**config.mk**
```make
export PLATFORM = sky130hd
export DESIGN_NAME = pulse_meter_flat
export DESIGN_NICKNAME = d
export VERILOG_FILES = /design/src/rtl/pulse_meter_pkg.sv /design/src/rtl/pulse_meter_if.sv /design/src/rtl/pulse_meter_rise_detect.sv /design/src/rtl/pulse_meter.sv /design/src/flat_wrapper.sv
export SDC_FILE = /design/constraint.sdc
export NUM_CORES = 1
export LEC_CHECK = 0
export ABC_AREA = 1
export CAP_MARGIN = 10
export CORE_ASPECT_RATIO = 0.5
export CORE_MARGIN = 10
export CORE_UTILIZATION = 50
export CTS_CLUSTER_SIZE = 8
export DETAILED_ROUTE_END_ITERATION = 7
export DONT_BUFFER_PORTS = 1
export HOLD_SLACK_MARGIN = 0.05
export SYNTH_ARGS = -nofsm -noshare
export SYNTH_HDL_FRONTEND = slang
export SYNTH_HIERARCHICAL = 1
export SYNTH_SLANG_ARGS = --single-unit
```
**constraint.sdc**
```tcl
create_clock -name clk -period 3.09 [get_ports clk]
set_input_delay 0 -clock clk [delete_from_list [all_inputs] [get_ports clk]]
set_output_delay 0 -clock clk [all_outputs]
set_load 0.03 [all_outputs]
```
**src/rtl/pulse_meter_pkg.sv**
```systemverilog
//------------------------------------------------------------------------------
// Module      : pulse_meter_pkg
// Description : Shared state encoding and default width for pulse_meter.
// Revision    : 1.0 - initial release
//------------------------------------------------------------------------------
`default_nettype none

package pulse_meter_pkg;

  localparam int PULSE_METER_WIDTH_DEFAULT = 16;

  typedef enum logic [1:0] {
    ST_IDLE = 2'd0,
    ST_MEAS = 2'd1,
    ST_HOLD = 2'd2
  } state_e;

endpackage : pulse_meter_pkg

`default_nettype wire

```
**src/rtl/pulse_meter_if.sv**
```systemverilog
//------------------------------------------------------------------------------
// Module      : pulse_meter_if
// Description : Valid/ready result port carrying the measured pulse width.
// Revision    : 1.0 - initial release
//------------------------------------------------------------------------------
`default_nettype none

interface pulse_meter_if
  import pulse_meter_pkg::*;
#(
  parameter int WIDTH = PULSE_METER_WIDTH_DEFAULT
);

  logic             result_valid;
  logic             result_ready;
  logic [WIDTH-1:0] result;
  logic             result_sat;

  modport master (
    output result_valid,
    output result,
    output result_sat,
    input  result_ready
  );

  modport slave (
    input  result_valid,
    input  result,
    input  result_sat,
    output result_ready
  );

endinterface : pulse_meter_if

`default_nettype wire

```
**src/rtl/pulse_meter_rise_detect.sv**
```systemverilog
//------------------------------------------------------------------------------
// Module      : rise_detect
// Description : Registers the previous level and flags a 0->1 transition.
// Revision    : 1.0 - initial release
//------------------------------------------------------------------------------
`default_nettype none

module rise_detect
  import pulse_meter_pkg::*;
(
  input  logic clk,
  input  logic reset,
  input  logic level_in,
  output logic rise
);

  logic prev_q;
  logic prev_d;

  always_comb begin
    prev_d = level_in;
  end

  // Reset to 1 so a level already high when reset releases is not a rise.
  always_ff @(posedge clk) begin
    if (reset) begin
      prev_q <= 1'b1;
    end else begin
      prev_q <= prev_d;
    end
  end

  assign rise = level_in & ~prev_q;

endmodule : rise_detect

`default_nettype wire

```
**src/rtl/pulse_meter.sv**
```systemverilog
//------------------------------------------------------------------------------
// Module      : pulse_meter
// Description : Measures high-pulse width in clocks; optional sticky overrun
//               flag for dropped pulses when PULSE_METER_OVERRUN_EN is defined.
// Revision    : 1.0 - initial release
//------------------------------------------------------------------------------
`default_nettype none

module pulse_meter
  import pulse_meter_pkg::*;
#(
  parameter int WIDTH = PULSE_METER_WIDTH_DEFAULT
) (
  input  logic          clk,
  input  logic          reset,
  input  logic          level_in,
  output logic          meas_busy,
  pulse_meter_if.master res
`ifdef PULSE_METER_OVERRUN_EN
  ,
  output logic          overrun
`endif
);

  localparam logic [WIDTH-1:0] COUNT_ONE = {{(WIDTH-1){1'b0}}, 1'b1};

  state_e           state_q,      state_d;
  logic [WIDTH-1:0] count_q,      count_d;
  logic             sat_q,        sat_d;
  logic [WIDTH-1:0] result_q,     result_d;
  logic             result_sat_q, result_sat_d;
  logic             rise;

  rise_detect u_rise_detect (
    .clk      (clk),
    .reset    (reset),
    .level_in (level_in),
    .rise     (rise)
  );

  always_comb begin
    state_d      = state_q;
    count_d      = count_q;
    sat_d        = sat_q;
    result_d     = result_q;
    result_sat_d = result_sat_q;
    case (state_q)
      ST_IDLE: begin
        if (rise) begin
          state_d = ST_MEAS;
          count_d = COUNT_ONE;
          sat_d   = 1'b0;
        end
      end
      ST_MEAS: begin
        if (level_in) begin
          if (&count_q) begin
            sat_d = 1'b1;
          end else begin
            count_d = count_q + COUNT_ONE;
          end
        end else begin
          state_d      = ST_HOLD;
          result_d     = count_q;
          result_sat_d = sat_q;
          sat_d        = 1'b0;
        end
      end
      ST_HOLD: begin
        // A rise coinciding with the handshake starts the next measurement;
        // any other rise while held drops that pulse entirely.
        if (res.result_ready) begin
          if (rise) begin
            state_d = ST_MEAS;
            count_d = COUNT_ONE;
            sat_d   = 1'b0;
          end else begin
            state_d = ST_IDLE;
          end
        end
      end
      default: begin
        state_d = ST_IDLE;
      end
    endcase
  end

  always_ff @(posedge clk) begin
    if (reset) begin
      state_q      <= ST_IDLE;
      count_q      <= '0;
      sat_q        <= 1'b0;
      result_q     <= '0;
      result_sat_q <= 1'b0;
    end else begin
      state_q      <= state_d;
      count_q      <= count_d;
      sat_q        <= sat_d;
      result_q     <= result_d;
      result_sat_q <= result_sat_d;
    end
  end

  assign meas_busy        = (state_q == ST_MEAS);
  assign res.result_valid = (state_q == ST_HOLD);
  assign res.result       = result_q;
  assign res.result_sat   = result_sat_q;

`ifdef PULSE_METER_OVERRUN_EN
  logic overrun_q, overrun_d;

  always_comb begin
    overrun_d = overrun_q | ((state_q == ST_HOLD) & rise & ~res.result_ready);
  end

  always_ff @(posedge clk) begin
    if (reset) begin
      overrun_q <= 1'b0;
    end else begin
      overrun_q <= overrun_d;
    end
  end

  assign overrun = overrun_q;
`endif

endmodule : pulse_meter

`default_nettype wire
```
**src/flat_wrapper.sv**
```systemverilog
// flat-port wrapper written by rule: the top's interface ports become plain ports
module pulse_meter_flat import pulse_meter_pkg::*;
#(
  parameter int WIDTH = PULSE_METER_WIDTH_DEFAULT
)
  (clk, reset, level_in, meas_busy, res_result_valid, res_result, res_result_sat, res_result_ready);
  pulse_meter_if #(.WIDTH(WIDTH)) res_i ();
  input  logic clk;
  input  logic reset;
  input  logic level_in;
  output logic meas_busy;
  output wire logic [$bits(res_i.result_valid)-1:0] res_result_valid;
  output wire logic [$bits(res_i.result)-1:0] res_result;
  output wire logic [$bits(res_i.result_sat)-1:0] res_result_sat;
  input wire logic [$bits(res_i.result_ready)-1:0] res_result_ready;
  assign res_result_valid = res_i.result_valid;
  assign res_result = res_i.result;
  assign res_result_sat = res_i.result_sat;
  assign res_i.result_ready = res_result_ready;
  pulse_meter #(.WIDTH(WIDTH)) u_core (.clk(clk), .reset(reset), .level_in(level_in), .meas_busy(meas_busy), .res(res_i));
endmodule
```
==> metrics, run 1 <==
total negative slack 0 ns; synthesized cell area slightly below 2000 um2; Fin. Hold Viols 0; layout cells sized above 1 0.154; Async S/R FF share, synth 0; dpl ws ~1.3 ns; diodes inserted 0; post-route clock skew 0.00264 ns; Seq/Total Area, Yosys 0.380; first-pass GRT wire length 7950 um; Initial Utilization 0.544; Switching Fraction 0.238; total CTS buffers 5; H-tree Lvls 2; endpoints failing setup 0; Die Ht ~64 um; post-synthesis area per instance slightly above 7 um2; Final min period between 2 and 2.5 ns; final hold slack approximately 0.071 ns; dpl cell area ~2000 um2; Cells after Synth roughly 280; Final ANT Viol Nets 0; Via density slightly above 5; Clock Latency Late Sink between 0.2 and 0.3 ns; post-CTS resize count 0; Reg area ~740 um2; worst rel slew slack 0.579; reg2reg setup slack ~0.80 ns; Final Wtd Congestion 0.908; Reg power frac 0.546; DRT iter0 DRCs between 80 and 90; Distinct cells, synth 32; most frequent cells in the layout nand2_1, dfxtp_1, nand3_1; CTS max path bufs 2; # fillers roughly 360; RSZ-0062 raised after global routing no; worst setup margin 0.804 ns; FF+latch count, synth 37; Achievable Freq 438 MHz; Slew Limit Fails 0; CP Class reg2reg; final instance area roughly 2100 um2; HPWL Detailed 3390 um; Pwr per Cell Area roughly 410 nW/um2; status finished clean; clock sink count 37; Root Buffer clkbuf_8; worst path arrival time 2.46 ns; GRT Residual Overflow 0; Switch Pwr roughly 0.00021 W; Combinational Power Share 0.066; VDD IR max approximately 0.00022 V; initial antenna violation count 0; clock-pin transition on the worst setup and hold timing paths approximately 0.07 ns; Ports 23; crit path max fanout 7; Multi-input gate area about 1100 um2; DRC viols 0; port buffer count 0; Post-Syn Nets 280; yosys warns 6; vias in the first global route between 1.5k and 2k; die area 6950 um2; total global-route track usage 0.143; largest net degree at the start of global routing 30; top_reg_cell synth dfxtp_1; Routed wire per std cell about 14 um; DR pass1 iterations 4; FP Rows 15; DR vias around 1.7k; Max Cap Viol 0; worst slew pin tran 0.629 ns; Tightest Hold Check Type in2reg; Worst EP required 3.27 ns; Post-synth EDFFs 0; chip width between 100 and 150 um; nature of the critical path endpoint flip-flop; Nets 285; Final Cycle Share 0.740; commonest non-fill, non-tap cell in the layout nand2_1; final wirelength ~4700 um; Setup crit start kind flip-flop; Clk network pwr share 0.388; core area between 3000 and 4000 um2; Leak between 0.7 and 0.8 nW; Pint just under 0.0007 W; Final Power just under 0.0009 W; CTS tree yes; Layout area overhead 9.37%
-- synth_stat cells, drive strengths merged, types with 3 or more instances --
library cell / number / share of area
nand2: 81 / 0.19
dfxtp: 37 / 0.38
nand3: 32 / 0.091
nor2: 32 / 0.078
inv: 30 / 0.059
a21oi: 29 / 0.092
o21ai: 8 / 0.021
buf: 5 / 0.012
nor3: 5 / 0.018
nand4: 4 / 0.013
clkbuf: 3 / 0.0058
xnor2: 3 / 0.013
-- critical path, stage by stage, from the launching register on --
cell and delay [ns]:
dfxtp_1 0.42, ha_1 0.29, nand2_1 0.09, nor2_1 0.21, nand2_2 0.17, nor2_4 0.19
a21oi_4 0.10, nand2_1 0.09, a21oi_2 0.05, dlygate4sd3_1 0.55
-- final timing paths --
| kind | end | depth (start not counted) | from |
|---|---|---|---|
| setup reg to reg | u_core/count_q[9]$_SDFFE_PP0P_ | 9 | u_core/count_q[1]$_SDFFE_PP0P_ |
| setup / recovery | u_core/count_q[9]$_SDFFE_PP0P_ | 9 | u_core/count_q[1]$_SDFFE_PP0P_ |
| hold reg to reg | u_core/res.result_sat$_SDFFE_PP0P_ | 2 | u_core/sat_q$_SDFFE_PP0P_ |
| hold / removal | u_core/res.result[8]$_SDFFE_PP0P_ | 3 | level_in |
-- power by group through the flow --
stage | Combinational (W) | Clock, W | Sequential (W)
global placement | 0.0000449 | 0 | 0.000493
global route | 0.0000651 | 0.000380 | 0.000482
CTS | 0.0000583 | 0.000354 | 0.000482
floorplan | 0.0000427 | 0 | 0.000492
detailed placement | 0.0000452 | 0 | 0.000493
finish | 0.0000583 | 0.000343 | 0.000482
-- cell families (layout without fill, tap and decap cells) --
logic type / after synthesis / count (layout) / share of synthesized area
AOI/OAI and AO/OA: 39 / 39 / 0.121
xor gates and xnor gates: 4 / 4 / 0.0180
adders and majority gates: 1 / 1 / 0.00642
buffers and inverters: 39 / 44 / 0.0796
and+or+nand+nor: 155 / 155 / 0.395
DFF: 37 / 37 / 0.380
-- registers in the layout (all words and copies together) (netlist names) --
register,cells
u_core/res.result_sat,1
u_core/u_rise_detect/prev_q,1
u_core/count_q,16
u_core/res.result,16
u_core/sat_q,1
u_core/state_q,2
-- layer usage --
metal | part of all wire | global-route usage | up-vias | wire length (um)
li1 | - | - | 890 | -
met1 | 0.50 | 0.211 | 762 | 2340
met2 | 0.38 | 0.174 | 49 | 1760
met3 | 0.11 | 0.0630 | 8 | 516
met4 | 0.011 | 0.0441 | 0 | 51
met5 | 0 | 0 | - | 0
-- cell type report --
type	count	share of cell area
Clock buffer	7	0.0405
Timing Repair Buffer	6	0.0317
Multi-Input combinational cell	199	0.494
Tap cell	51	0.0299
Inverter	31	0.0563
Sequential cell	37	0.347
-- repair_timing --
action | in CTS | in global routing
hold buffers | 5 | 0
endpoints found under the hold margin | 35 | 0
buffers inserted | 0 | 0
-- metrics by stage --
stage,std cells,utilization
after global routing,331,0.595
final,331,0.595
after CTS,331,0.595
after detailed placement,319,0.554
after global placement,319,0.554
after floorplan,275,-
No activity file was read; power rests on OpenSTA's default activity.
==> inputs of run 2 (changes only) <==
--- a/config.mk
+++ b/config.mk
@@ -5,7 +5,7 @@
 export SDC_FILE = /design/constraint.sdc
 export NUM_CORES = 1
 export LEC_CHECK = 0
-export ABC_AREA = 1
+export ABC_AREA = 0
 export CAP_MARGIN = 10
 export CORE_ASPECT_RATIO = 0.5
 export CORE_MARGIN = 10
==> constraint.sdc (replaced) <==
create_clock -name clk -period 2.15 [get_ports clk]
set_input_delay 0 -clock clk [delete_from_list [all_inputs] [get_ports clk]]
set_output_delay 0 -clock clk [all_outputs]
set_load 0.03 [all_outputs]
==> run 2 against run 1 <==
Compared with the run above: first-iteration DRC count increased by 15%; sequential cell count unchanged; global-route usage hardly changed; final area shrank 12%; worst setup slack worse by 0.65 ns; synthesized area down 15%; critical path type unchanged; highest routed layer unchanged.
==> metrics, run 2 <==
status finished clean (unchanged); CTS tree yes (unchanged); Pwr per Cell Area 671 nW/um2 (was 414 nW/um2); total CTS buffers 5 (unchanged); post-synth top area cell dfxtp_1 (unchanged); FF+latch count, synth 37 (unchanged); endpoints failing setup 0 (unchanged); Distinct cells, synth 41 (was 32); DRT iter0 DRCs 97 (was 84); CP endpoint u_core/count_q[14]$_SDFFE_PP0P_ (was u_core/count_q[9]$_SDFFE_PP0P_); Achievable Freq 501 MHz (was 438 MHz); HPWL Detailed 2890 um (was 3390 um); Final Cycle Share 0.928 (was 0.740); Final min period 1.99 ns (was 2.29 ns); chip width 101 um (was 108 um); Seq/Total Area, Yosys 0.446 (was 0.380); synthesized cell area 1660 um2 (was 1950 um2); GRT Residual Overflow 0 (unchanged); diodes inserted 0 (unchanged); reg2reg setup slack 0.16 ns (was 0.80 ns); VDD IR max 0.000396 V (was 0.000220 V); Routed wire per std cell 15.8 um (was 14.1 um); synth top area cells dfxtp_1, a21oi_1, nand2_1 (was dfxtp_1, nand2_1, nand3_1); total global-route track usage 0.142 (was 0.143); clock sink count 37 (unchanged); Util after Layout 0.611 (was 0.595); H-tree Lvls 2 (unchanged); Commonest cells post-synth nand2_1, dfxtp_1, a21oi_1 (was nand2_1, dfxtp_1, nand3_1); post-route clock skew 0.00529 ns (was 0.00264 ns); most common cell in the netlist nand2_1 (unchanged); Clock Latency Late Sink 0.28 ns (was 0.29 ns); first-pass GRT wire length 6840 um (was 7950 um); worst path arrival time 2.20 ns (was 2.46 ns); layout cells sized above 1 0.109 (was 0.154); RSZ-0062 raised after global routing no (unchanged); Worst EP required 2.36 ns (was 3.27 ns); Ports 23 (unchanged); Initial Utilization 0.539 (was 0.544); CP Class reg2reg (unchanged); DRC viols 0 (unchanged); Final Wtd Congestion 0.807 (was 0.908); Async S/R FF share, synth 0 (unchanged); top_reg_cell synth dfxtp_1 (unchanged); Die Ht 60.7 um (was 64.2 um); port buffer count 0 (unchanged); vias in the first global route 1343 (was 1523); yosys warns 6 (unchanged); Slew Limit Fails 0 (unchanged); nature of the critical path endpoint flip-flop (unchanged); most frequent cells in the layout nand2_1, dfxtp_1, a21oi_1 (was nand2_1, dfxtp_1, nand3_1); initial antenna violation count 0 (unchanged); top-area cell type share of the netlist area 0.446 (was 0.380); Layout area overhead 13.4% (was 9.37%); clock-pin transition on the worst setup and hold timing paths 0.07 ns (about the same); FP Rows 14 (was 15); Leak 0.599 nW (was 0.770 nW); final wirelength 4100 um (was 4670 um); post-CTS setup buffer count 0 (unchanged); Crit. Startpoint u_core/count_q[0]$_SDFFE_PP0P_ (was u_core/count_q[1]$_SDFFE_PP0P_); total negative slack 0 ns (unchanged); core area 3080 um2 (was 3580 um2); Final ANT Viol Nets 0 (unchanged); Max Cap Viol 0 (unchanged); Root Buffer clkbuf_8 (unchanged); R2R depth 6 (was 9); commonest non-fill, non-tap cell in the layout nand2_1 (unchanged); worst rel slew slack 0.628 (was 0.579); Post-Syn Nets 215 (was 280); Tightest Hold Check Type in2reg (unchanged); crit path max fanout 10 (was 7); DR vias 1492 (was 1709); DR pass1 iterations 4 (unchanged); largest net degree at the start of global routing 38 (was 30); worst flop-to-flop path endpoint u_core/count_q[14]$_SDFFE_PP0P_ (was u_core/count_q[9]$_SDFFE_PP0P_); worst slew pin tran 0.556 ns (was 0.629 ns); Nets 225 (was 285); die area 6170 um2 (was 6950 um2); Via density 5.74 (was 5.16); Fin. Hold Viols 0 (unchanged); Setup crit start kind flip-flop (unchanged); post-synthesis area per instance 7.91 um2 (was 7.09 um2); Post-synth EDFFs 0 (unchanged); CTS max path bufs 2 (unchanged); FF-to-FF Start u_core/count_q[0]$_SDFFE_PP0P_ (was u_core/count_q[1]$_SDFFE_PP0P_); Cells after Synth 210 (was 275)
==> run 2: cell count changes after synthesis, moves of 4 or more <==
cell	previous run	this run
nor2_2	4	0
nand2b_1	0	8
clkbuf_1	3	7
nand2_2	5	1
nor2_1	25	16
a21oi_1	22	31
inv_1	25	2
a21oi_2	6	0
or3_1	0	6
nand2_1	71	41
nand3_1	30	7
==> run 2: what timing repair did <==
action                                  CTS  global route
endpoints found under the setup margin    0             1
resized for setup                         0             1
hold buffers                              5             0
endpoints found under the hold margin    37             0
==> run 2: how the worst min path moves through the flow <==
stage | cells past startpoint | slack [ns] | end | start
finish | 4 | 0.07 | u_core/res.result[7]$_SDFFE_PP0P_ | level_in
global route | 4 | 0.08 | u_core/res.result[13]$_SDFFE_PP0P_ | level_in
CTS | 3 | 0.07 | u_core/state_q[0]$_SDFFE_PP0P_ | res_result_ready
detailed placement | 1 | 0.08 | u_core/res.result[15]$_SDFFE_PP0P_ | reset
global placement | 1 | 0.07 | u_core/res.result[15]$_SDFFE_PP0P_ | reset
floorplan | 1 | 0.1 | u_core/u_rise_detect/prev_q$_SDFF_PP1_ | reset
==> run 2: area by class of cell <==
type	instances	area, um2
Fill cell	312	1200
Sequential cell	37	741
Timing Repair Buffer	13	120
Tap cell	40	50.0
Multi-Input combinational cell	160	875
Clock buffer	7	86.3
Inverter	3	11.3
==> run 2: power by group <==
| part | internal [W] | switching (W) |
|---|---|---|
| combinational | 0.0000306 | 0.0000570 |
| clock | 0.000254 | 0.000226 |
| sequential | 0.000690 | 0.00000596 |
==> run 2: critical path: stages, from the launching register on <==
cell and delay (ns):
dfxtp_1 0.41, ha_1 0.24, nand3_2 0.12, or3_4 0.41, o31ai_4 0.45, o21ai_1 0.13
a21oi_1 0.16
==> run 2: layer usage <==
| metal | wire length (um) | track usage | vias up | part of all wire |
|---|---|---|---|---|
| met3 | 432 | 0.0680 | 2 | 0.11 |
| li1 | - | - | 759 | - |
| met4 | 16 | 0.0473 | 0 | 0.0039 |
| met5 | 0 | 0 | - | 0 |
| met2 | 1630 | 0.192 | 38 | 0.40 |
| met1 | 2020 | 0.193 | 693 | 0.49 |
==> run 2: through the flow <==
step                hold WS [ns]  area (um2)  instances  setup slack [ns]  total power, W
floorplan                 0.0971        1660        210             0.314        0.000768
global placement          0.0738        1730        248             0.257        0.000776
detailed placement        0.0761        1730        248             0.183        0.000778
CTS                       0.0691        1880        260             0.136         0.00128
global route              0.0832        1880        260           0.00376         0.00133
finish                    0.0678        1880        260             0.155         0.00126
==> run 2: logic make-up (layout without fill, tap and decap cells) <==
logic type,Yosys count,count (layout),share of synthesized area
multiplexers,1,1,0.00603
AO/OA/AOI/OAI,59,59,0.219
AND/OR/NAND/NOR,99,99,0.291
flip-flops,37,37,0.446
adder cells (fa/ha/maj),1,1,0.00753
buffers and inverters,13,23,0.0309
==> inputs of run 3 (changes only) <==
--- a/config.mk
+++ b/config.mk
@@ -14,6 +14,7 @@
 export DETAILED_ROUTE_END_ITERATION = 7
 export DONT_BUFFER_PORTS = 1
 export HOLD_SLACK_MARGIN = 0.05
+export PLACE_DENSITY = 0.68
 export SYNTH_ARGS = -nofsm -noshare
 export SYNTH_HDL_FRONTEND = slang
 export SYNTH_HIERARCHICAL = 1
==> constraint.sdc (replaced) <==
create_clock -name clk -period 1.8 [get_ports clk]
set_input_delay 0 -clock clk [delete_from_list [all_inputs] [get_ports clk]]
set_output_delay 0 -clock clk [all_outputs]
set_load 0.03 [all_outputs]
==> run 3 against run 2 <==
Compared with the run above: sequential power is 19% higher; critical path depth up 1; core utilization grew 5.8 points; die area unchanged; wire length increased by 6.2%; first-iteration DRC count rose by 120%; via count is 7.9% higher; clock skew fell by 0.0027 ns; final area grew 9.6%.
==> metrics, run 3 (synthesis results as in run 2) <==
status finished clean (unchanged); core area 3080 um2 (unchanged); HPWL Detailed 3120 um (was 2890 um); DR pass1 iterations 5 (was 4); DR vias 1610 (was 1492); Finished Layout Cells 278 (was 260); Max Cap Viol 0 (unchanged); critical path's largest stage delay 0.41 ns (was 0.45 ns); RSZ-0062 raised after global routing no (unchanged); FP Rows 14 (unchanged); Achievable Freq 586 MHz (was 501 MHz); Final min period 1.71 ns (was 1.99 ns); CTS tree yes (unchanged); Final Power 0.00154 W (was 0.00126 W); Leak 0.707 nW (was 0.599 nW); post-CTS setup buffer count 0 (unchanged); Fin. Hold Viols 0 (unchanged); CP Depth 7 (was 6); reg2reg setup slack 0.09 ns (was 0.16 ns); Tightest Hold Check Type in2reg (unchanged); worst path arrival time 1.91 ns (was 2.20 ns); Via density 5.79 (was 5.74); CP Class reg2reg (unchanged); DRT iter0 DRCs 216 (was 97); diodes inserted 0 (unchanged); chip width 101 um (unchanged); CTS max path bufs 2 (unchanged); worst slew pin tran 0.572 ns (was 0.556 ns); commonest non-fill, non-tap cell in the layout nand2_1 (unchanged); final instance area 2060 um2 (was 1880 um2); port buffer count 0 (unchanged); layout cells sized above 1 0.202 (was 0.109); # fillers 269 (was 312); total negative slack 0 ns (unchanged); total CTS buffers 5 (unchanged); VDD IR max 0.000524 V (was 0.000396 V); Nets 243 (was 225); Initial Utilization 0.539 (unchanged); R2R depth 7 (was 6); total global-route track usage 0.148 (was 0.142); DRC viols 0 (unchanged); Slew Limit Fails 0 (unchanged); first-pass GRT wire length 7160 um (was 6840 um); clock-pin transition on the worst setup and hold timing paths 0.07 ns (about the same); Final ANT Viol Nets 0 (unchanged); Routed wire per std cell 15.7 um (was 15.8 um); GRT Residual Overflow 0 (unchanged); Ports 23 (unchanged); nature of the critical path endpoint flip-flop (unchanged); Final Cycle Share 0.948 (was 0.928); endpoints failing setup 0 (unchanged); Layout area overhead 24.3% (was 13.4%); crit path max fanout 6 (was 10); Setup crit start kind flip-flop (unchanged); Hold EP u_core/sat_q$_SDFFE_PP0P_ (was u_core/res.result[7]$_SDFFE_PP0P_); Die Ht 60.7 um (unchanged); post-route clock skew 0.00259 ns (was 0.00529 ns); Worst Hold Launch res_result_ready (was level_in); Final Wtd Congestion 0.865 (was 0.807); Buf/Inv on CP 1 (was 0); kind of cell adding the most delay to the critical path simple AND/OR/NAND/NOR gates (was compound AO/OA/AOI/OAI gates); Hold Path Cell Cnt 3 (was 4); vias in the first global route 1484 (was 1343); largest net degree at the start of global routing 38 (unchanged); Root Buffer clkbuf_8 (unchanged); Clock Latency Late Sink 0.28 ns (about the same); CP Cell Sequence ha_4 > nand3_4 > or3_4 > o31ai_4 > buf_6 > a21oi_1 > o31ai_2 (was ha_1 > nand3_2 > or3_4 > o31ai_4 > o21ai_1 > a21oi_1); final wirelength 4350 um (was 4100 um); worst rel slew slack 0.617 (was 0.628); Worst EP required 2.00 ns (was 2.36 ns); initial antenna violation count 0 (unchanged); worst flop-to-flop path endpoint u_core/count_q[4]$_SDFFE_PP0P_ (was u_core/count_q[14]$_SDFFE_PP0P_); most frequent cells in the layout nand2_1, dfxtp_1, a21oi_1 (unchanged); FF-to-FF Start u_core/count_q[0]$_SDFFE_PP0P_ (unchanged); clock sink count 37 (unchanged); H-tree Lvls 2 (unchanged); die area 6170 um2 (unchanged); dpl cell area 1870 um2 (was 1730 um2); placed cell count 266 (was 248); Pwr per Cell Area 746 nW/um2 (was 671 nW/um2); CP max-delay cell or3_4 (was o31ai_4)
-- run 3: worst max-delay path by stage --
stage | to | slack, ns | startpoint
detailed placement | u_core/count_q[4]$_SDFFE_PP0P_ | 0.05 | u_core/count_q[0]$_SDFFE_PP0P_
global route | u_core/count_q[8]$_SDFFE_PP0P_ | 0.02 | u_core/count_q[0]$_SDFFE_PP0P_
CTS | u_core/count_q[4]$_SDFFE_PP0P_ | 0.02 | u_core/count_q[0]$_SDFFE_PP0P_
floorplan | u_core/count_q[4]$_SDFFE_PP0P_ | 0.008 | u_core/count_q[0]$_SDFFE_PP0P_
finish | u_core/count_q[4]$_SDFFE_PP0P_ | 0.09 | u_core/count_q[0]$_SDFFE_PP0P_
global placement | u_core/count_q[4]$_SDFFE_PP0P_ | 0.11 | u_core/count_q[0]$_SDFFE_PP0P_
-- run 3: metal layers --
| layer | global-route usage | share of wire |
|---|---|---|
| met2 | 0.219 | 0.43 |
| met3 | 0.0726 | 0.10 |
| met1 | 0.184 | 0.46 |
| met4 | 0.0513 | 0.0071 |
| met5 | 0 | 0 |
-- run 3: layout make-up --
class	count	area, um2	area share
Inverter	3	11.3	0.00546
Tap cell	40	50.0	0.0243
Multi-Input combinational cell	160	913	0.443
Timing Repair Buffer	31	259	0.126
Sequential cell	37	743	0.360
Clock buffer	7	86.3	0.0418
-- run 3: stage by stage --
stage               setup WS (ns)   util  hold slack [ns]
detailed placement         0.0511  0.605           0.0756
floorplan                 0.00840      -           0.0971
finish                     0.0931  0.669           0.0671
global placement            0.114  0.605           0.0732
global route               0.0158  0.669           0.0696
CTS                        0.0170  0.649           0.0589
-- run 3: worst reg2reg max path: cells and delay by family, from the launching register on --
kind | cells | cell delay, ns
buffers and inverters | 1 | 0.15
AO/OA/AOI/OAI | 3 | 0.44
flip-flops | 1 | 0.36
AND/OR/NAND/NOR | 2 | 0.52
adder cells (fa/ha/maj) | 1 | 0.16
-- run 3: power breakdown --
| group | leakage, nW | switching [W] | internal, W |
|---|---|---|---|
| clock network | 0.0443 | 0.000275 | 0.000304 |
| logic | 0.364 | 0.0000740 | 0.0000553 |
| registers | 0.299 | 0.00000649 | 0.000824 |
-- run 3: repair_timing --
| action | in CTS | in global routing |
|---|---|---|
| hold endpoints to repair | 37 | 3 |
| hold buffers | 4 | 1 |
| gates resized for setup | 0 | 11 |
| endpoints found under the setup margin | 0 | 17 |
